### src/rtl/enter_key_controller_if.sv
// Processor-side register interface of the Enter-key controller.
// dmem drives the access strobes and reads back the capture state.
interface enter_key_controller_if #(
    parameter int SW_WIDTH = 8
);
    logic                rd_strobe;
    logic                ovr_clr;
    logic [SW_WIDTH-1:0] data_out;
    logic                valid;
    logic                overrun;
    logic                enter_pulse;

    modport master (
        output rd_strobe, ovr_clr,
        input  data_out, valid, overrun, enter_pulse
    );

    modport slave (
        input  rd_strobe, ovr_clr,
        output data_out, valid, overrun, enter_pulse
    );
endinterface

### src/rtl/enter_key_controller.sv
// Debounced Enter-key capture of the switch bank, with a sticky valid flag
// for processor polling and overrun detection when data is overwritten unread.
module enter_key_controller #(
    parameter int DEBOUNCE_CYCLES = 500000,
    parameter int SW_WIDTH        = 8
) (
    input  logic                        clk,
    input  logic                        nreset,
    input  logic                        nEnter,
    input  logic [SW_WIDTH-1:0]         switches,
    enter_key_controller_if.slave       bus
);
    localparam int CW = $clog2(DEBOUNCE_CYCLES + 1);
    localparam logic [CW-1:0] CNT_INIT = CW'(DEBOUNCE_CYCLES - 1);

    typedef enum logic [1:0] {IDLE, PRESS_WAIT, HELD, REL_WAIT} state_t;

    logic [1:0]          n_sync;
    logic [SW_WIDTH-1:0] sw_sync0, sw_sync1;
    logic                press;

    state_t              state_q, state_d;
    logic [CW-1:0]       cnt_q, cnt_d;
    logic                capture;

    logic [SW_WIDTH-1:0] data_q;
    logic                valid_q, overrun_q, pulse_q;

    // Button syncs to the released level so reset never looks like a press.
    always_ff @(posedge clk or negedge nreset) begin
        if (!nreset) begin
            n_sync   <= 2'b11;
            sw_sync0 <= '0;
            sw_sync1 <= '0;
        end else begin
            n_sync   <= {n_sync[0], nEnter};
            sw_sync0 <= switches;
            sw_sync1 <= sw_sync0;
        end
    end

    assign press = ~n_sync[1];

    always_ff @(posedge clk or negedge nreset) begin
        if (!nreset) begin
            state_q <= IDLE;
            cnt_q   <= '0;
        end else begin
            state_q <= state_d;
            cnt_q   <= cnt_d;
        end
    end

    always_comb begin
        state_d = state_q;
        cnt_d   = cnt_q;
        capture = 1'b0;
        unique case (state_q)
            IDLE: begin
                if (press) begin
                    state_d = PRESS_WAIT;
                    cnt_d   = CNT_INIT;
                end
            end
            PRESS_WAIT: begin
                if (!press) begin
                    state_d = IDLE;
                end else if (cnt_q == '0) begin
                    capture = 1'b1;
                    state_d = HELD;
                end else begin
                    cnt_d = cnt_q - CW'(1);
                end
            end
            HELD: begin
                if (!press) begin
                    state_d = REL_WAIT;
                    cnt_d   = CNT_INIT;
                end
            end
            REL_WAIT: begin
                if (press) begin
                    state_d = HELD;
                end else if (cnt_q == '0) begin
                    state_d = IDLE;
                end else begin
                    cnt_d = cnt_q - CW'(1);
                end
            end
            default: state_d = IDLE;
        endcase
    end

    // A capture outranks a same-edge read; an overrun set outranks a same-edge clear.
    always_ff @(posedge clk or negedge nreset) begin
        if (!nreset) begin
            data_q    <= '0;
            valid_q   <= 1'b0;
            overrun_q <= 1'b0;
            pulse_q   <= 1'b0;
        end else begin
            pulse_q <= capture;
            if (capture) begin
                data_q  <= sw_sync1;
                valid_q <= 1'b1;
            end else if (bus.rd_strobe) begin
                valid_q <= 1'b0;
            end
            if (capture && valid_q && !bus.rd_strobe)
                overrun_q <= 1'b1;
            else if (bus.ovr_clr)
                overrun_q <= 1'b0;
        end
    end

    assign bus.data_out    = data_q;
    assign bus.valid       = valid_q;
    assign bus.overrun     = overrun_q;
    assign bus.enter_pulse = pulse_q;
endmodule

### src/flat_wrapper.sv
// flat-port wrapper written by rule: the top's interface ports become plain ports
module enter_key_controller_flat 
#(
    parameter int DEBOUNCE_CYCLES = 500000,
    parameter int SW_WIDTH        = 8
)
  (clk, nreset, nEnter, switches, bus_rd_strobe, bus_ovr_clr, bus_data_out, bus_valid, bus_overrun, bus_enter_pulse);
  enter_key_controller_if #(.SW_WIDTH(SW_WIDTH)) bus_i ();
  input  logic clk;
  input  logic nreset;
  input  logic nEnter;
  input  logic [SW_WIDTH-1:0] switches;
  input wire logic [$bits(bus_i.rd_strobe)-1:0] bus_rd_strobe;
  input wire logic [$bits(bus_i.ovr_clr)-1:0] bus_ovr_clr;
  output wire logic [$bits(bus_i.data_out)-1:0] bus_data_out;
  output wire logic [$bits(bus_i.valid)-1:0] bus_valid;
  output wire logic [$bits(bus_i.overrun)-1:0] bus_overrun;
  output wire logic [$bits(bus_i.enter_pulse)-1:0] bus_enter_pulse;
  assign bus_i.rd_strobe = bus_rd_strobe;
  assign bus_i.ovr_clr = bus_ovr_clr;
  assign bus_data_out = bus_i.data_out;
  assign bus_valid = bus_i.valid;
  assign bus_overrun = bus_i.overrun;
  assign bus_enter_pulse = bus_i.enter_pulse;
  enter_key_controller #(.DEBOUNCE_CYCLES(DEBOUNCE_CYCLES), .SW_WIDTH(SW_WIDTH)) u_core (.clk(clk), .nreset(nreset), .nEnter(nEnter), .switches(switches), .bus(bus_i));
endmodule
### config.mk
export PLATFORM = sky130hd
export DESIGN_NAME = enter_key_controller_flat
export DESIGN_NICKNAME = d
export VERILOG_FILES = /design/src/rtl/enter_key_controller_if.sv /design/src/rtl/enter_key_controller.sv /design/src/flat_wrapper.sv
export SDC_FILE = /design/constraint.sdc
export NUM_CORES = 1
export LEC_CHECK = 0
export CAP_MARGIN = 20
export CORE_MARGIN = 3
export CORE_UTILIZATION = 45
export CTS_BUF_LIST = sky130_fd_sc_hd__clkbuf_16
export DETAILED_ROUTE_END_ITERATION = 8
export PLACE_DENSITY = 0.68
export SETUP_SLACK_MARGIN = 0.4
export SLEW_MARGIN = 15
export SYNTH_ARGS = -nofsm -noshare
export SYNTH_HDL_FRONTEND = slang
export SYNTH_SLANG_ARGS = --single-unit
### constraint.sdc
create_clock -name clk -period 3.8 [get_ports clk]
set_input_delay 0.38 -clock clk [delete_from_list [all_inputs] [get_ports clk]]
set_output_delay 0.38 -clock clk [all_outputs]
set_load 0.02 [all_outputs]
### After elaboration in Yosys (flattened, before gate mapping)

Index checks and enable logic that the tools add are counted.

| storage, ports and cells | value |
|---|---|
| bits in registers | 50 |
| logic and storage cells | 48 |

| operators by class | value |
|---|---|
| add/subtract/negate cells | 1 |
| equality and inequality tests | 9 |
| muxes and demuxes | 20 |
| reductions and logical operators | 9 |

Operator list:

| kind | number |
|---|---|
| 2-to-1 mux 19 bit | 5 |
| case mux 19 bit (4 select lines) | 1 |
| logical NOT 19 bit | 1 |
| subtractor 19 x 1 -> 19 bit (second input constant) | 1 |
| 2-to-1 mux 2 bit | 6 |
| case mux 2 bit (4 select lines) | 1 |
| AND reduction 4 bit | 2 |
| 2-to-1 mux 1 bit | 7 |
| == test 2 bit (second input constant) | 2 |
| inequality test 2 x 1 -> 1 bit (second input constant) | 2 |
| inequality test 2 bit (second input constant) | 2 |
| nonzero test 2 bit | 2 |
| inequality test 3 x 1 -> 1 bit (second input constant) | 1 |
| inequality test 3 bit (second input constant) | 1 |
| == test 2 x 1 -> 1 bit (second input constant) | 1 |
| logical AND 1 bit | 2 |
| logical NOT 2 bit | 1 |
| logical NOT 1 bit | 1 |

### Longest topological paths before layout

Gate-level depths: netlist of the first run.

| depth | value |
|---|---|
| depth after elaboration | 7 |
| mapped depth | 7 |

### Least setup slack after synthesis of the first run

OpenSTA, ideal clock, no wires.

| path | value |
|---|---|
| path type | register to register |
| from | reg u_core.cnt_q[0] |
| to | reg u_core.cnt_q[12] |
| arrival | 2.121 ns |
| slack | 1.553 ns |
| stages on the path, launching flop included | 7 |
| clock period less this slack | 2.247 ns |
| path through | dfrtp_1 inv_1 ha_1 or4b_4 or4_4 and2_0 a221o_1 |

| between the ends | value |
|---|---|
| cells in the longest elaborated chain, start to end | 4 |

Ends and longest elaborated chain:

| what | line | source |
|---|---|---|
| start: declaration | enter_key_controller.sv:23 | `logic [CW-1:0] cnt_q, cnt_d;` |
| start signal: assignment | enter_key_controller.sv:50 | `cnt_q <= cnt_d;` |
| subtractor 19 x 1 -> 19 bit or logical NOT 19 bit (tied branches) | -- |  |
| 2-to-1 mux 19 bit (*) | enter_key_controller.sv:68, enter_key_controller.sv:84 |  |
| 2-to-1 mux 19 bit, on equally long branches | enter_key_controller.sv:82, enter_key_controller.sv:66 |  |
| case mux 19 bit (4 select lines) (*) | enter_key_controller.sv:58 | `unique case (state_q)` |

Mark *: on every way between the ends. The rest lies on a longest branch, timed or not. The select of a mux whose other input is x is not followed.
A chain may end at the register's enable or synchronous reset.

### Final worst setup path of the first run

| path | value |
|---|---|
| from | reg u_core.cnt_q[1] |
| to | reg u_core.data_q[0] (netlist: u_core.bus.data_out[0]) |

| between the ends | value |
|---|---|
| cells in the longest elaborated chain, start to end | 4 |

Ends and longest elaborated chain:

| what | line | source |
|---|---|---|
| logical NOT 19 bit | enter_key_controller.sv:68 | `end else if (cnt_q == '0) begin` |
| 2-to-1 mux 1 bit | enter_key_controller.sv:68 |  |
| 2-to-1 mux 1 bit | enter_key_controller.sv:66 | `if (!press) begin` |
| 2-to-1 mux 1 bit | enter_key_controller.sv:58 |  |
| end signal: assignment | enter_key_controller.sv:104 | `data_q <= sw_sync1;` |
| end: declaration | enter_key_controller.sv:26 | `logic [SW_WIDTH-1:0] data_q;` |

No other way between the ends.

==> flow_summary.rst, run 1 <==
.. list-table::
   :header-rows: 1

   * - Metric
     - Value
   * - Post-synthesis to final-layout area growth
     - 20.09%
   * - First-pass GRT wire length
     - 7.665 mm
   * - Data arrival, critical path
     - 2660 ps
   * - Leading area contributor after synthesis
     - dfrtp_1
   * - Postcts setup bufs
     - 0
   * - Total Neg Setup Slack
     - 0 ps
   * - Slew at the pin with the worst max-slew slack
     - 662.0 ps
   * - Final nets
     - 233
   * - Top cells by area in the synthesized netlist
     - dfrtp_1 52%, mux2_4 4.6%, dfstp_2 2.3%
   * - Net count of the mapped netlist
     - 209
   * - Combined area of all synthesized cells
     - 0.002292 mm2
   * - Peak supply drop
     - 175.1 uV
   * - Chip Height
     - 77.37 um
   * - Mean cell area of the mapped netlist
     - 11.75 um2
   * - Antenna viol nets, final
     - 0
   * - Area fraction of the dominant cell type after synthesis
     - 0.5240
   * - First DRT Iteration DRCs
     - 173
   * - CTS sink count
     - 50
   * - Routed wirelength normalized by instance count
     - 15.57 um
   * - Final-report setup violation count
     - 0
   * - Hold slack
     - 100.4 ps
   * - RePlAce Congestion
     - 0.8220
   * - Leakage Power
     - 1.125 nW
   * - Site row count
     - 25
   * - Highest clock rate
     - 402.2 MHz
   * - Fraction of layout cells with a size suffix above 1
     - 0.1636
   * - Placeable Area
     - 0.004817 mm2
   * - Number of port buffers
     - 23
   * - Via density per instance
     - 5.784
   * - Ports placed on the boundary
     - 24
   * - Cell at the root of the clock tree
     - clkbuf_16
   * - Hold buffer count at cts
     - 0
   * - Via count of the first global-routing pass
     - 1583
   * - H-tree Lvls
     - 2
   * - Clock slew seen by the registers of the worst setup and hold paths
     - 70 ps
   * - Worst-path fanout max
     - 11
   * - Class of the most critical hold timing path
     - input port to asynchronous set/reset pin
   * - Inserted Clock Buffers
     - 5
   * - Class of the most critical setup path
     - register to register
   * - FFs w/ async S/R, synth
     - 1.000
   * - Required time at the endpoint of the critical path
     - 3970 ps
   * - Critical Path Start Type
     - register
   * - Die extent in x
     - 77.37 um
   * - Outcome
     - finished clean
   * - Setup repair after global routing missed its margin
     - no
   * - Placed wire-length estimate after detailed placement
     - 3.049 mm
   * - Maximum buffer depth of the clock tree
     - 2
   * - Final hold violation count
     - 0
   * - Initial core utilization
     - 0.4758
   * - Leading post-synthesis cells by instance count
     - 48 x dfrtp_1, 10 x nand2_1, 9 x inv_1, 9 x o21ai_0
   * - Resize count post-CTS
     - 0
   * - Synth warn
     - 0
   * - FF+latch count, synth
     - 50
   * - Worst skew pair latency
     - 290 ps
   * - Max_cap viols
     - 0
   * - Die ar.
     - 0.005986 mm2
   * - Number of antenna cells inserted
     - 0
   * - Largest net degree at the start of global routing
     - 51
   * - Total power per unit cell area
     - 406.8 mW/mm2
   * - Max-slew violation count
     - 0
   * - Number of antenna violations at the first check in global routing
     - 0
   * - Remaining max-slew budget at the tightest pin
     - 0.5552
   * - Leading register cell type out of synthesis
     - dfrtp_1
   * - Post-route clock period utilization
     - 0.6543
   * - Count of flip-flops with a built-in enable after synthesis
     - 0
   * - Total track usage
     - 0.1618
   * - Clk_skew
     - 4.816 ps
   * - Final worst path period need
     - 2486 ps
   * - CTS tree
     - built
   * - Remaining routing DRC violations
     - 0
   * - Total Routed Length
     - 4.470 mm
   * - Post-synth cell types
     - 55
   * - GRT Residual Overflow
     - 0
   * - Post-synthesis sequential area ratio
     - 0.5469
   * - Count of vias placed by the detailed router
     - 1660
   * - Element type at the critical path end
     - register
   * - Most instantiated library cell after synthesis
     - dfrtp_1
   * - First-pass DRT Iterations
     - 4
   * - Instance count of the mapped netlist
     - 195
[layer usage]
layer  up-vias  part of all wire  track usage
li1        798                 -            -
met1       813              0.47       0.2217
met2        42              0.46       0.2435
met3         7             0.056      0.04872
met4         0             0.016      0.05872
met5         -                 0            0
[kinds of logic after synthesis]
group,synth area share
buffers and inverters,0.03329
adder cells (fa/ha/maj),0.005458
flip-flops,0.5469
multiplexers,0.05513
XOR/XNOR,0.007643
AO/OA/AOI/OAI,0.1654
AND/OR/NAND/NOR,0.1861
[through the flow]
stage / utilization / instance area [um2] / instances / worst slack, ps / total power (W)
2_1_floorplan: - / 2292 / 195 / 1553 / 0.0005840
3_3_place_gp: 0.5351 / 2577 / 279 / 1335 / 0.0006134
3_5_place_dp: 0.5351 / 2577 / 279 / 1346 / 0.0006147
4_1_cts: 0.5709 / 2750 / 287 / 1331 / 0.001130
5_1_grt: 0.5714 / 2753 / 287 / 1165 / 0.001164
6_report: 0.5714 / 2753 / 287 / 1314 / 0.001120
[sequential cells by signal, indices dropped and copies added (netlist names), named ones only]
| register | flops |
|---|---|
| u_core.bus.data_out | 8 |
| u_core.bus.overrun | 1 |
| u_core.sw_sync1 | 8 |
| u_core.cnt_q | 19 |
| u_core.bus.valid | 1 |
| u_core.sw_sync0 | 8 |
| u_core.n_sync | 2 |
| u_core.bus.enter_pulse | 1 |
| u_core.state_q | 1 |
[worst paths after layout]
path | from | endpoint | slack [ps] | cells after the start
max | u_core.cnt_q[1] | u_core.bus.data_out[0] | 1310 | 6
min | nreset | u_core.sw_sync1[6] | 100 | 1
max reg2reg | u_core.cnt_q[1] | u_core.bus.data_out[0] | 1310 | 6
min reg2reg | u_core.sw_sync0[7] | u_core.sw_sync1[7] | 350 | 0
max in group asynchronous | nreset | u_core.sw_sync1[2] | 3310 | 1
min in group clk | u_core.sw_sync0[7] | u_core.sw_sync1[7] | 350 | 0
[placed cells by master, fill, tap and decap left out, types with 3 or more instances in the layout]
| cell type | netlist | layout |
|---|---|---|
| buf_4 | 0 | 3 |
| o21ai_0 | 9 | 9 |
| a31oi_1 | 6 | 6 |
| nand3_1 | 5 | 5 |
| nand4_1 | 6 | 6 |
| a21oi_1 | 6 | 6 |
| dfrtp_1 | 48 | 48 |
| mux2_4 | 7 | 7 |
| o211ai_1 | 4 | 4 |
| nor2_1 | 5 | 5 |
| inv_1 | 9 | 9 |
| nor4_2 | 3 | 3 |
| nor3_1 | 7 | 7 |
| or3_1 | 4 | 4 |
| nor4_1 | 5 | 5 |
| o41ai_1 | 3 | 3 |
| or4_4 | 3 | 3 |
| nand2_1 | 10 | 10 |
| clkdlybuf4s50_1 | 0 | 22 |
| clkbuf_16 | 0 | 5 |
[worst max-delay path, stage by stage, from the launching register on]
cell and delay (ps):
dfrtp_1 390, inv_1 80, ha_1 220, nor4b_2 480, nand3_2 260, or4_4 600, mux2_4 340
[report_power, final]
| part | leakage [nW] | total [W] | internal [W] | switching (W) |
|---|---|---|---|---|
| combinational | 0.442 | 0.0000485 | 0.0000205 | 0.0000280 |
| sequential | 0.598 | 0.000555 | 0.000546 | 0.00000929 |
| clock | 0.0844 | 0.000516 | 0.000314 | 0.000202 |
| total | 1.12 | 0.00112 | 0.000881 | 0.000239 |
[cell type report]
cell class,instances,area (um2)
clock buffers,5,125.1
clock inverters,3,47.55
fillers,420,2064
inverters,10,37.54
multi-input cells,127,962.2
flip-flops and latches,50,1254
well taps,67,83.83
repair buffers,25,242.7
Note: power is estimated with default switching activity, not from simulation.
==> run 2, diff against run 1 <==
- clock period: 3.8 -> 2.6 ns (I/O delays scaled with it)
==> run 2 against run 1 <==
  * Clock power is 23% higher
  * Via count increased by 5.8%
  * Clock skew grew 0.75 ps
  * First-iteration DRC count decreased by 12%
  * Non-clock buffer count rose by 16
  * Sequential share of layout area down 2.2 points
  * Critical path type unchanged
  * Critical endpoint is now u_core.cnt_q[12]
  * Largest power group unchanged
==> flow_summary.rst, run 2 (same netlist as run 1, synthesis figures left out) <==
.. list-table::
   :header-rows: 1

   * - Metric
     - Value
   * - Maximum buffer depth of the clock tree
     - 2 (unchanged)
   * - Register bank with the most flops
     - u_core.cnt_q
   * - Final nets
     - 250 (+7.3%)
   * - Fraction of layout cells with a size suffix above 1
     - 0.2363 (+0.07265)
   * - Total power after layout
     - 0.001535 W (+37%)
   * - Element type at the critical path end
     - register
   * - First DRT Iteration DRCs
     - 153 (-12%)
   * - Register-to-register path setup slack
     - 420 ps (-890 ps)
   * - Total Neg Setup Slack
     - 0 ps (unchanged)
   * - Die ar.
     - 0.005986 mm2 (unchanged)
   * - First-pass GRT wire length
     - 8.190 mm (+6.8%)
   * - Slew at the pin with the worst max-slew slack
     - 598.2 ps (-63.88 ps)
   * - Final-report setup violation count
     - 0 (unchanged)
   * - Total track usage
     - 0.1723 (+0.01058)
   * - Via density per instance
     - 5.780 (about the same)
   * - Post-route clock period utilization
     - 0.8384 (+0.1841)
   * - Max_cap viols
     - 0 (unchanged)
   * - Antenna viol nets, final
     - 0 (unchanged)
   * - Utilization after layout
     - 0.6010 (+0.02961)
   * - Class of the most critical setup path
     - register to register
   * - Total power per unit cell area
     - 530.2 mW/mm2 (+30%)
   * - Setup repair after global routing missed its margin
     - yes
   * - Site row count
     - 25 (unchanged)
   * - Endpoint of the most critical register-to-register path
     - u_core.cnt_q[12]
   * - Worst slack at placement
     - 384.2 ps (-962.3 ps)
   * - Final worst path period need
     - 2180 ps (-306.4 ps)
   * - Count of vias placed by the detailed router
     - 1757 (+5.8%)
   * - Total Routed Length
     - 4.977 mm (+11%)
   * - Hold buffer count at cts
     - 0 (unchanged)
   * - RePlAce Congestion
     - 0.8898 (+8.2%)
   * - Worst-path fanout max
     - 5 (-6)
   * - Number of antenna violations at the first check in global routing
     - 0 (unchanged)
   * - Most frequent cells in the layout
     - 48 x dfrtp_1, 22 x clkdlybuf4s50_1, 18 x buf_4
   * - Ports placed on the boundary
     - 24 (unchanged)
   * - First-pass DRT Iterations
     - 4 (unchanged)
   * - R2R cell count
     - 6 (unchanged)
   * - Peak supply drop
     - 371.0 uV (+110%)
   * - Hold slack
     - 69.88 ps (-30.57 ps)
   * - Chip Height
     - 77.37 um (unchanged)
   * - Final hold violation count
     - 0 (unchanged)
   * - Number of antenna cells inserted
     - 0 (unchanged)
   * - Max-slew violation count
     - 0 (unchanged)
   * - Worst flop-to-flop path startpoint
     - u_core.cnt_q[1]
   * - Largest net degree at the start of global routing
     - 51 (unchanged)
   * - Data arrival, critical path
     - 2350 ps (-310 ps)
   * - Highest clock rate
     - 458.7 MHz (+14%)
   * - Remaining max-slew budget at the tightest pin
     - 0.6012 (+0.04598)
   * - Placed wire-length estimate after detailed placement
     - 3.186 mm (+4.5%)
   * - Number of port buffers
     - 23 (unchanged)
   * - Initial core utilization
     - 0.4758 (unchanged)
   * - Leakage Power
     - 1.202 nW (+6.8%)
   * - Die extent in x
     - 77.37 um (unchanged)
   * - Max FFs per register
     - 19 (unchanged)
   * - Fill count
     - 406 (-3.3%)
   * - Routed wirelength normalized by instance count
     - 16.37 um (+5.1%)
   * - CTS sink count
     - 50 (unchanged)
   * - H-tree Lvls
     - 2 (unchanged)
   * - Cell at the root of the clock tree
     - clkbuf_16
   * - CTS tree
     - built
   * - Worst skew pair latency
     - 290 ps (about the same)
   * - Clock slew seen by the registers of the worst setup and hold paths
     - 70 ps (about the same)
   * - Post-synthesis to final-layout area growth
     - 26.31%
   * - Inserted Clock Buffers
     - 5 (unchanged)
   * - Outcome
     - finished clean
   * - Class of the most critical hold timing path
     - input port to asynchronous set/reset pin
   * - Required time at the endpoint of the critical path
     - 2770 ps (-1200 ps)
   * - Final setup margin
     - 420.1 ps (-893.6 ps)
   * - Placeable Area
     - 0.004817 mm2 (unchanged)
   * - Via count of the first global-routing pass
     - 1631 (+3.0%)
   * - Remaining routing DRC violations
     - 0 (unchanged)
   * - GRT Residual Overflow
     - 0 (unchanged)
   * - Clk_skew
     - 5.570 ps (+0.7535 ps)
   * - Commonest non-fill, non-tap cell in the layout
     - dfrtp_1
   * - Critical Path Start Type
     - register
[run 2: cell count changes in the layout (fill, tap and decap cells not counted), sizes merged]
| cell | before | now |
|---|---|---|
| buf | 3 | 19 |
| clkinvlp | 0 | 1 |
| or4 | 3 | 4 |
| bufinv | 1 | 0 |
[run 2: metal layers]
| metal | up-vias | wire length, um | global-route usage |
|---|---|---|---|
| li1 | 840 | - | - |
| met1 | 852 | 2288 | 0.2470 |
| met2 | 59 | 2368 | 0.2642 |
| met3 | 6 | 275 | 0.04176 |
| met4 | 0 | 45 | 0.04270 |
| met5 | - | 0 | 0 |
[run 2: what timing repair did]
| item | CTS | global route |
|---|---|---|
| pin swaps | 4 | 1 |
| setup buffers | 3 | 3 |
| resized for setup | 3 | 6 |
| endpoints found under the setup margin | 8 | 14 |
| gates cloned | 1 | 0 |
[run 2: critical path: stages (launching register included)]
cell	delay [ps]
dfrtp_1	400
inv_2	80
ha_4	150
or4b_4	510
or4_4	450
and2_1	170
a221o_1	310
[run 2: power by group]
part / internal, W / switching [W]
clock: 0.000357 / 0.000280
sequential: 0.000798 / 0.0000102
combinational: 0.0000395 / 0.0000504
total: 0.00119 / 0.000341
[run 2: area by class of cell]
class | instances | area (um2) | share of cell area
sequential | 50 | 1254 | 0.4330
clock buffer | 5 | 125.1 | 0.04322
timing repair buffer | 41 | 360.3 | 0.1245
multi-input combinational | 128 | 1015 | 0.3505
tap | 67 | 83.83 | 0.02895
inverter | 10 | 37.54 | 0.01296
clock inverter | 3 | 20.02 | 0.006914
[run 2: worst max-delay path by stage]
stage / end / cells past startpoint / from / slack (ps)
after floorplan: u_core.bus.data_out[0] / 7 / u_core.cnt_q[0] / 410
after global placement: u_core.bus.data_out[6] / 4 / u_core.cnt_q[11] / 430
after detailed placement: u_core.cnt_q[12] / 6 / u_core.cnt_q[0] / 380
after CTS: u_core.cnt_q[12] / 6 / u_core.cnt_q[1] / 400
after global routing: u_core.cnt_q[12] / 6 / u_core.cnt_q[1] / 360
final: u_core.cnt_q[12] / 6 / u_core.cnt_q[1] / 420
[run 2: through the flow]
| step | std cells | cell area (um2) |
|---|---|---|
| floorplan | 195 | 2295 |
| global placement | 289 | 2655 |
| detailed placement | 289 | 2655 |
| CTS | 301 | 2848 |
| global route | 304 | 2895 |
| finish | 304 | 2895 |
